**src/rtl/pw_phase_shift_if.sv**
```systemverilog
// Phase-shift controller bus: the register-block target request, the MMCM handshake and status.
// The controller connects through the slave modport; the register block and MMCM side use master.
interface pw_phase_shift_if #(
   parameter int unsigned pPHASE_WIDTH = 10
);
   logic signed [pPHASE_WIDTH-1:0] target_phase;
   logic                           update;
   logic                           locked;
   logic                           psdone;
   logic                           psen;
   logic                           psincdec;
   logic signed [pPHASE_WIDTH-1:0] current_phase;
   logic                           busy;
   logic                           error;

   modport master (
      output target_phase, update, locked, psdone,
      input  psen, psincdec, current_phase, busy, error
   );

   modport slave (
      input  target_phase, update, locked, psdone,
      output psen, psincdec, current_phase, busy, error
   );
endinterface

```
**src/rtl/pw_phase_shift_ctrl.sv**
```systemverilog
// Walks the trigger-clock MMCM fine phase one psen step at a time until it matches the
// clamped target, with psdone timeout and lock-loss recovery.
module pw_phase_shift_ctrl #(
   parameter int unsigned pPHASE_WIDTH = 10,
   parameter int unsigned pMAX_STEPS   = 448,
   parameter int unsigned pTIMEOUT     = 255
) (
   input logic               cwusb_clk,
   input logic               reset_n,
   pw_phase_shift_if.slave   ps
);
   localparam int unsigned W     = pPHASE_WIDTH;
   localparam int unsigned CNT_W = $clog2(pTIMEOUT + 1);

   localparam logic signed [W-1:0]     MAX_POS     = W'(pMAX_STEPS);
   localparam logic signed [W-1:0]     MAX_NEG     = -MAX_POS;
   localparam logic        [CNT_W-1:0] TIMEOUT_CNT = CNT_W'(pTIMEOUT);

   typedef enum logic [1:0] {
      IDLE      = 2'd0,
      STEP      = 2'd1,
      WAIT_DONE = 2'd2
   } state_t;

   state_t                  state_q,   state_n;
   logic signed [W-1:0]     target_q,  target_n;
   logic signed [W-1:0]     current_q, current_n;
   logic        [CNT_W-1:0] cnt_q,     cnt_n;
   logic                    psen_q,    psen_n;
   logic                    incdec_q,  incdec_n;
   logic                    error_q,   error_n;
   logic                    busy_q,    busy_n;
   logic signed [W-1:0]     clamped;

   always_ff @(posedge cwusb_clk) begin
      if (!reset_n) begin
         state_q   <= IDLE;
         target_q  <= '0;
         current_q <= '0;
         cnt_q     <= '0;
         psen_q    <= 1'b0;
         incdec_q  <= 1'b0;
         error_q   <= 1'b0;
         busy_q    <= 1'b0;
      end else begin
         state_q   <= state_n;
         target_q  <= target_n;
         current_q <= current_n;
         cnt_q     <= cnt_n;
         psen_q    <= psen_n;
         incdec_q  <= incdec_n;
         error_q   <= error_n;
         busy_q    <= busy_n;
      end
   end

   always_comb begin
      state_n   = state_q;
      target_n  = target_q;
      current_n = current_q;
      cnt_n     = cnt_q;
      psen_n    = 1'b0;
      incdec_n  = incdec_q;
      error_n   = error_q;
      clamped   = ps.target_phase;

      if (ps.target_phase > MAX_POS) begin
         clamped = MAX_POS;
      end else if (ps.target_phase < MAX_NEG) begin
         clamped = MAX_NEG;
      end

      case (state_q)
         IDLE: begin
            if (target_q > current_q) begin
               incdec_n = 1'b1;
               psen_n   = 1'b1;
               state_n  = STEP;
            end else if (target_q < current_q) begin
               incdec_n = 1'b0;
               psen_n   = 1'b1;
               state_n  = STEP;
            end
         end
         STEP: begin
            cnt_n   = '0;
            state_n = WAIT_DONE;
         end
         WAIT_DONE: begin
            if (ps.psdone) begin
               current_n = incdec_q ? current_q + W'(1) : current_q - W'(1);
               state_n   = IDLE;
            end else begin
               cnt_n = cnt_q + CNT_W'(1);
               // Abandon the walk where it stands so busy drops and no retry is attempted.
               if (cnt_n == TIMEOUT_CNT) begin
                  error_n  = 1'b1;
                  target_n = current_q;
                  state_n  = IDLE;
               end
            end
         end
         default: state_n = IDLE;
      endcase

      // MMCM reset on lock loss returns it to zero phase; the target is kept for the rewalk.
      if (!ps.locked) begin
         current_n = '0;
         state_n   = IDLE;
         psen_n    = 1'b0;
      end

      if (ps.update) begin
         target_n = clamped;
         error_n  = 1'b0;
      end

      busy_n = (state_n != IDLE) || (target_n != current_n);
   end

   assign ps.psen          = psen_q;
   assign ps.psincdec      = incdec_q;
   assign ps.current_phase = current_q;
   assign ps.busy          = busy_q;
   assign ps.error         = error_q;
endmodule

```
**src/flat_wrapper.sv**
```systemverilog
// flat-port wrapper written by rule: the top's interface ports become plain ports
module pw_phase_shift_ctrl_flat 
#(
   parameter int unsigned pPHASE_WIDTH = 10,
   parameter int unsigned pMAX_STEPS   = 448,
   parameter int unsigned pTIMEOUT     = 255
)
  (cwusb_clk, reset_n, ps_target_phase, ps_update, ps_locked, ps_psdone, ps_psen, ps_psincdec, ps_current_phase, ps_busy, ps_error);
  pw_phase_shift_if #(.pPHASE_WIDTH(pPHASE_WIDTH)) ps_i ();
  input logic cwusb_clk;
  input logic reset_n;
  input wire logic [$bits(ps_i.target_phase)-1:0] ps_target_phase;
  input wire logic [$bits(ps_i.update)-1:0] ps_update;
  input wire logic [$bits(ps_i.locked)-1:0] ps_locked;
  input wire logic [$bits(ps_i.psdone)-1:0] ps_psdone;
  output wire logic [$bits(ps_i.psen)-1:0] ps_psen;
  output wire logic [$bits(ps_i.psincdec)-1:0] ps_psincdec;
  output wire logic [$bits(ps_i.current_phase)-1:0] ps_current_phase;
  output wire logic [$bits(ps_i.busy)-1:0] ps_busy;
  output wire logic [$bits(ps_i.error)-1:0] ps_error;
  assign ps_i.target_phase = ps_target_phase;
  assign ps_i.update = ps_update;
  assign ps_i.locked = ps_locked;
  assign ps_i.psdone = ps_psdone;
  assign ps_psen = ps_i.psen;
  assign ps_psincdec = ps_i.psincdec;
  assign ps_current_phase = ps_i.current_phase;
  assign ps_busy = ps_i.busy;
  assign ps_error = ps_i.error;
  pw_phase_shift_ctrl #(.pPHASE_WIDTH(pPHASE_WIDTH), .pMAX_STEPS(pMAX_STEPS), .pTIMEOUT(pTIMEOUT)) u_core (.cwusb_clk(cwusb_clk), .reset_n(reset_n), .ps(ps_i));
endmodule
```
**config.mk**
```make
export PLATFORM = sky130hd
export DESIGN_NAME = pw_phase_shift_ctrl_flat
export DESIGN_NICKNAME = d
export VERILOG_FILES = /design/src/rtl/pw_phase_shift_if.sv /design/src/rtl/pw_phase_shift_ctrl.sv /design/src/flat_wrapper.sv
export SDC_FILE = /design/constraint.sdc
export NUM_CORES = 1
export LEC_CHECK = 0
export ABC_AREA = 1
export CORE_UTILIZATION = 40
export DETAILED_ROUTE_END_ITERATION = 8
export GPL_TIMING_DRIVEN = 1
export PLACE_DENSITY = 0.68
export SLEW_MARGIN = 20
export SYNTH_ARGS = -nofsm -noshare
export SYNTH_HDL_FRONTEND = slang
export SYNTH_SLANG_ARGS = --single-unit
```
**constraint.sdc**
```tcl
create_clock -name cwusb_clk -period 2.5 [get_ports cwusb_clk]
set_input_delay 0.375 -clock cwusb_clk [delete_from_list [all_inputs] [get_ports cwusb_clk]]
set_output_delay 0.375 -clock cwusb_clk [all_outputs]
set_load 0.005 [all_outputs]
```
; ---- Yosys cells after proc, flatten, opt, wreduce, memory -nomap -nowiden
; Index checks and enable logic that the tools add are counted.
[op_classes]
multipliers = 0
bitwise_logic = 2
shifts = 0
addsub = 3
magnitude_cmp = 4
reduce_logical = 10
div_mod_pow = 0
eq_ne = 5
mux = 22
[ops]
columns = op, count
row1 = $mux W10, 10
row2 = $pmux W8 S2, 1
row3 = $add A10 B2 Y10 const B, 1
row4 = $gt A10 B10 Y1, 1
row5 = $gt A10 B10 Y1 const B, 1
row6 = $lt A10 B10 Y1, 1
row7 = $lt A10 B10 Y1 const B, 1
row8 = $mux W2, 5
row9 = $ne A10 B10 Y1, 1
row10 = $sub A10 B2 Y10 const B, 1
row11 = $add A8 B1 Y8 const B, 1
row12 = $eq A8 B8 Y1 const B, 1
row13 = $mux W8, 1
row14 = $pmux W2 S3, 1
row15 = $reduce_and A3 Y1, 2
row16 = $reduce_bool A2 Y1, 3
row17 = $mux W1, 4
row18 = $reduce_and A2 Y1, 2
row19 = $eq A2 B1 Y1 const B, 1
row20 = $eq A2 B2 Y1 const B, 1
row21 = $logic_not A2 Y1, 1
row22 = $ne A2 B2 Y1 const B, 1
row23 = $not A1 Y1, 2
row24 = $reduce_or A2 Y1, 1
row25 = $logic_or A1 B1 Y1, 1
[word_totals]
ram_bits = 0
elab_cells = 54
n_memories = 0
latchBits = 0
ff_bits = 34
romBits = 0

; ---- Depth between registers and ports, before layout
[logic_depth]
word_depth = 8
ltp_mapped = 18
mapped_depth_nobuf = 17

; ---- Least setup slack after synthesis
; No wires, ideal clock.
[synth_timing]
path_type = register to register
start = register u_core.incdec_q, in the netlist u_core.ps.psincdec
end = register u_core.busy_q, in the netlist u_core.ps.busy
required_ps = 2368
t_arrival_ps = 2011
n_path_buf = 0
path_slack_ps = 357
stages_incl_launch_ff = 18
setup_time_ps = 132
cell_sequence = dfxtp_1 inv_1 ha_1 nand2_1 nand2_1 nand2_1 nand2_1 a21oi_1 xor2_1 nand2_1 nand2_1 inv_1 nand3_1 nand2_1 nor2_1 nand2_1 nor2_1 a21oi_1
[synth_between]
elab_chain_len = 6
[synth_lines]
columns = item, line
row1 = from (decl), pw_phase_shift_ctrl.sv:30  ; logic incdec_q, incdec_n;
row2 = from (signal assigned), pw_phase_shift_ctrl.sv:51  ; incdec_q <= incdec_n;
row3 = $mux W10, pw_phase_shift_ctrl.sv:91  ; current_n = incdec_q ? current_q + W'(1) : current_q - W'(1);
row4 = $mux W10, pw_phase_shift_ctrl.sv:90  ; if (ps.psdone) begin
row5 = $mux W10, pw_phase_shift_ctrl.sv:73  ; case (state_q)
row6 = $mux W10, pw_phase_shift_ctrl.sv:107  ; if (!ps.locked) begin
row7 = $ne A10 B10 Y1, pw_phase_shift_ctrl.sv:118  ; busy_n = (state_n != IDLE) || (target_n != current_n);
row8 = $logic_or A1 B1 Y1, pw_phase_shift_ctrl.sv:118
row9 = to (signal assigned), pw_phase_shift_ctrl.sv:53  ; busy_q <= busy_n;
row10 = to (decl), pw_phase_shift_ctrl.sv:32  ; logic busy_q, busy_n;
; No other way between the ends.
; A chain may end at the register's enable or synchronous reset.

; ---- Worst setup path after layout
; Same ends and word-level chain as after synthesis.

==> impl_metrics.tcl <==
set metrics [dict create \
    outcome "finished clean" \
    clkTransAtPathRegs_ps 80 \
    core.rowCount 29 \
    cts_buffers 5 \
    cts_tree "yes" \
    multi_input_area_sq_um 1687 \
    path_class "flop to flop" \
    antenna_left 0 \
    totalWireLength_um 7088 \
    area_growth_pct 19.68 \
    drive_gt1_share_pct 8.647 \
    dp_hpwl_um 5656 \
    track_usage_pct 20.87 \
    hold_class "flop to flop" \
    hold_ws_ps 463.4 \
    fin_tns_setup_ps 0 \
    cp_data_required_time_ps 2690 \
    hold_viol 0 \
    clockBufferDepth 2 \
    dr.pass1.iters 5 \
    yosysUniqueCellTypes 32 \
    netlist_area_sq_um 2658 \
    synth_top_area_share_pct 25.61 \
    post_cts_resize_count 0 \
    fill_cells 654 \
    grt_pass1_wl_um 11680 \
    core-area_sq_um 6386 \
    relSlewSlack_pct 64.85 \
    crit_fanout 10 \
    cts_sinks 34 \
    rr_worst_depth 16 \
    cts-htree-levels 2 \
    slew_viol_final 0 \
    whs_path_depth 2 \
    seq_area_frac_synth_pct 25.61 \
    grt_start_max_net_pins 20 \
    synth-seq-cells 34 \
    die_h_um 83.51 \
    regArea_sq_um 683.2 \
    powerDensity_nw_per_um2 434.0 \
    synth_area_leaders "dfxtp_1, nand2_1, ha_1, inv_1, nand3_1" \
    die_w_um 83.51 \
    drc 0 \
    fin_cells 528 \
    antenna_found_initial 0 \
    grt_overflow 0 \
    dpl.cell_count 520 \
    cts_hold_buf 0 \
    clock_latency_ps 300 \
    worst_slew_pin_slew_ps 526.6 \
    rsz0062_at_grt "no" \
    antenna_cells 0 \
    setup_viol 0 \
    fmax_mhz 447.0 \
    period_minus_slack_ps 2237 \
    peakVddDrop_mv 0.2879 \
    drtIter0Drc 185 \
    place.gp.congestion 0.8709 \
    leakagePower_uw 0.001480 \
    wl_per_cell_um 13.42 \
    avgSynthCellArea_sq_um 6.419 \
    maxCapViolations 0 \
    numPortBuffers 28 \
    ys.warnings.count 0 \
    dr_total_vias 2722 \
    fin_skew_ps 12.21 \
    dieArea_sq_um 6974 \
    start_kind "flop" \
    start_util_pct 41.61 \
    synth_top_area_cell "dfxtp_1" \
    period_share_pct 89.48 \
    cp.arrival_ps 2430 \
    grt_pass1_vias 2562 \
    final_core_utilization_pct 49.80 \
    cts_setup_buffers 0 \
    root_buffer "clkbuf_8" \
    synth_nets 451 \
    fin_nets 487 \
    ios 29 \
    synthCells 414 \
    viasPerCell 5.155 \
    cp-end-kind "flop" \
]
## per-stage QoR
| step | area (sq um) | power, uW | worst slack [ps] |
|---|---|---|---|
| after CTS | 3168 | 1381 | 151.1 |
| after detailed placement | 3077 | 947.1 | 103.6 |
| after global placement | 3077 | 939.3 | 197.5 |
| after global routing | 3181 | 1465 | 6.053 |
| after floorplan | 2658 | 824.3 | 356.7 |
| final | 3181 | 1380 | 263.0 |
## worst paths after layout
kind | start | end | slack [ps]
hold reg to reg | u_core.ps.error$_SDFFE_PP0P_ | u_core.ps.error$_SDFFE_PP0P_ | 460
setup / recovery | u_core.ps.psincdec$_SDFFE_PN0P_ | u_core.ps.busy$_SDFF_PN0_ | 260
setup reg to reg | u_core.ps.psincdec$_SDFFE_PN0P_ | u_core.ps.busy$_SDFF_PN0_ | 260
hold / removal | u_core.ps.error$_SDFFE_PP0P_ | u_core.ps.error$_SDFFE_PP0P_ | 460
## layer usage
| metal | track usage [%] | wire [um] | vias up |
|---|---|---|---|
| met5 | 0 | 0 | - |
| met4 | 8.012 | 129 | 0 |
| met3 | 2.967 | 188 | 10 |
| met2 | 36.36 | 3444 | 46 |
| met1 | 26.03 | 3326 | 1234 |
| li1 | - | - | 1432 |
## cells in the mapped netlist
cell type,instances
nand3_2,8
o21ai_0,8
dfxtp_1,34
clkbuf_1,5
a211oi_1,2
nand3_1,41
inv_1,63
clkinv_1,1
nor2_2,1
a31oi_1,2
xnor2_1,1
a21o_1,2
ha_1,21
nand4_1,18
nor3_1,2
nor2_4,2
o31ai_1,1
o21bai_1,3
buf_2,3
xor2_1,5
buf_6,1
nand2_2,4
nand3b_1,2
o211ai_1,4
nand2_1,103
or2_2,1
fa_1,1
buf_4,2
nor2_1,35
nor4_1,2
a21oi_1,34
o21a_1,2
## placed cells by master, fill, tap and decap left out, types with 3 or more instances in the layout
cell | synthesis | routed
o21bai_1 | 3 | 3
xor2_1 | 5 | 5
dfxtp_1 | 34 | 32
buf_4 | 2 | 11
nand2_2 | 4 | 4
a21oi_1 | 34 | 34
o211ai_1 | 4 | 4
o21ai_0 | 8 | 8
nand3_2 | 8 | 7
nand3_1 | 41 | 41
nor2_1 | 35 | 35
nand2_1 | 103 | 103
clkdlybuf4s50_1 | 0 | 28
inv_1 | 63 | 62
ha_1 | 21 | 21
nand4_1 | 18 | 18
clkbuf_8 | 0 | 6
## critical path: stages, from the launching register on
cell and delay (ps):
dfxtp_1 340, inv_2 110, ha_1 360, nand2_1 90, nand2_1 60, nand2_1 60, nand2_1 60, a21oi_1 250
o21ai_0 140, nand2_1 70, nand3_1 70, nand2_1 140, nand3_1 80, nand2_1 70, nand3_1 70, nor2_1 100
a21oi_1 60
## registers in the layout, summed over array words and instances, names as in the netlist
signal / cells
u_core.ps.psen: 1
u_core.ps.error: 1
u_core.ps.current_phase: 10
u_core.cnt_q: 8
u_core.ps.psincdec: 1
u_core.state_q: 2
u_core.target_q: 10
u_core.ps.busy: 1
## cell families after synthesis
family | Yosys count | share of synthesized area [%]
adders and majority gates | 22 | 10.64
DFF | 34 | 25.61
and+or+nand+nor | 219 | 38.14
xor gates and xnor gates | 6 | 1.977
buffers and inverters | 75 | 11.30
AOI/OAI and AO/OA | 58 | 12.33
## power by group
part | total (uW) | internal (uW) | switching, uW
Combinational | 369 | 150 | 219
Clock | 438 | 223 | 215
Sequential | 573 | 561 | 12.4
## cell type report
class                      instances  share of cell area (%)
multi-input combinational        305                   53.03
sequential                        34                   21.48
timing repair buffer              40                   12.04
inverter                          64                   7.553
tap                               77                   3.029
clock buffer                       7                   2.714
clock inverter                     1                  0.1574
Note: power is estimated with default switching activity, not from simulation.
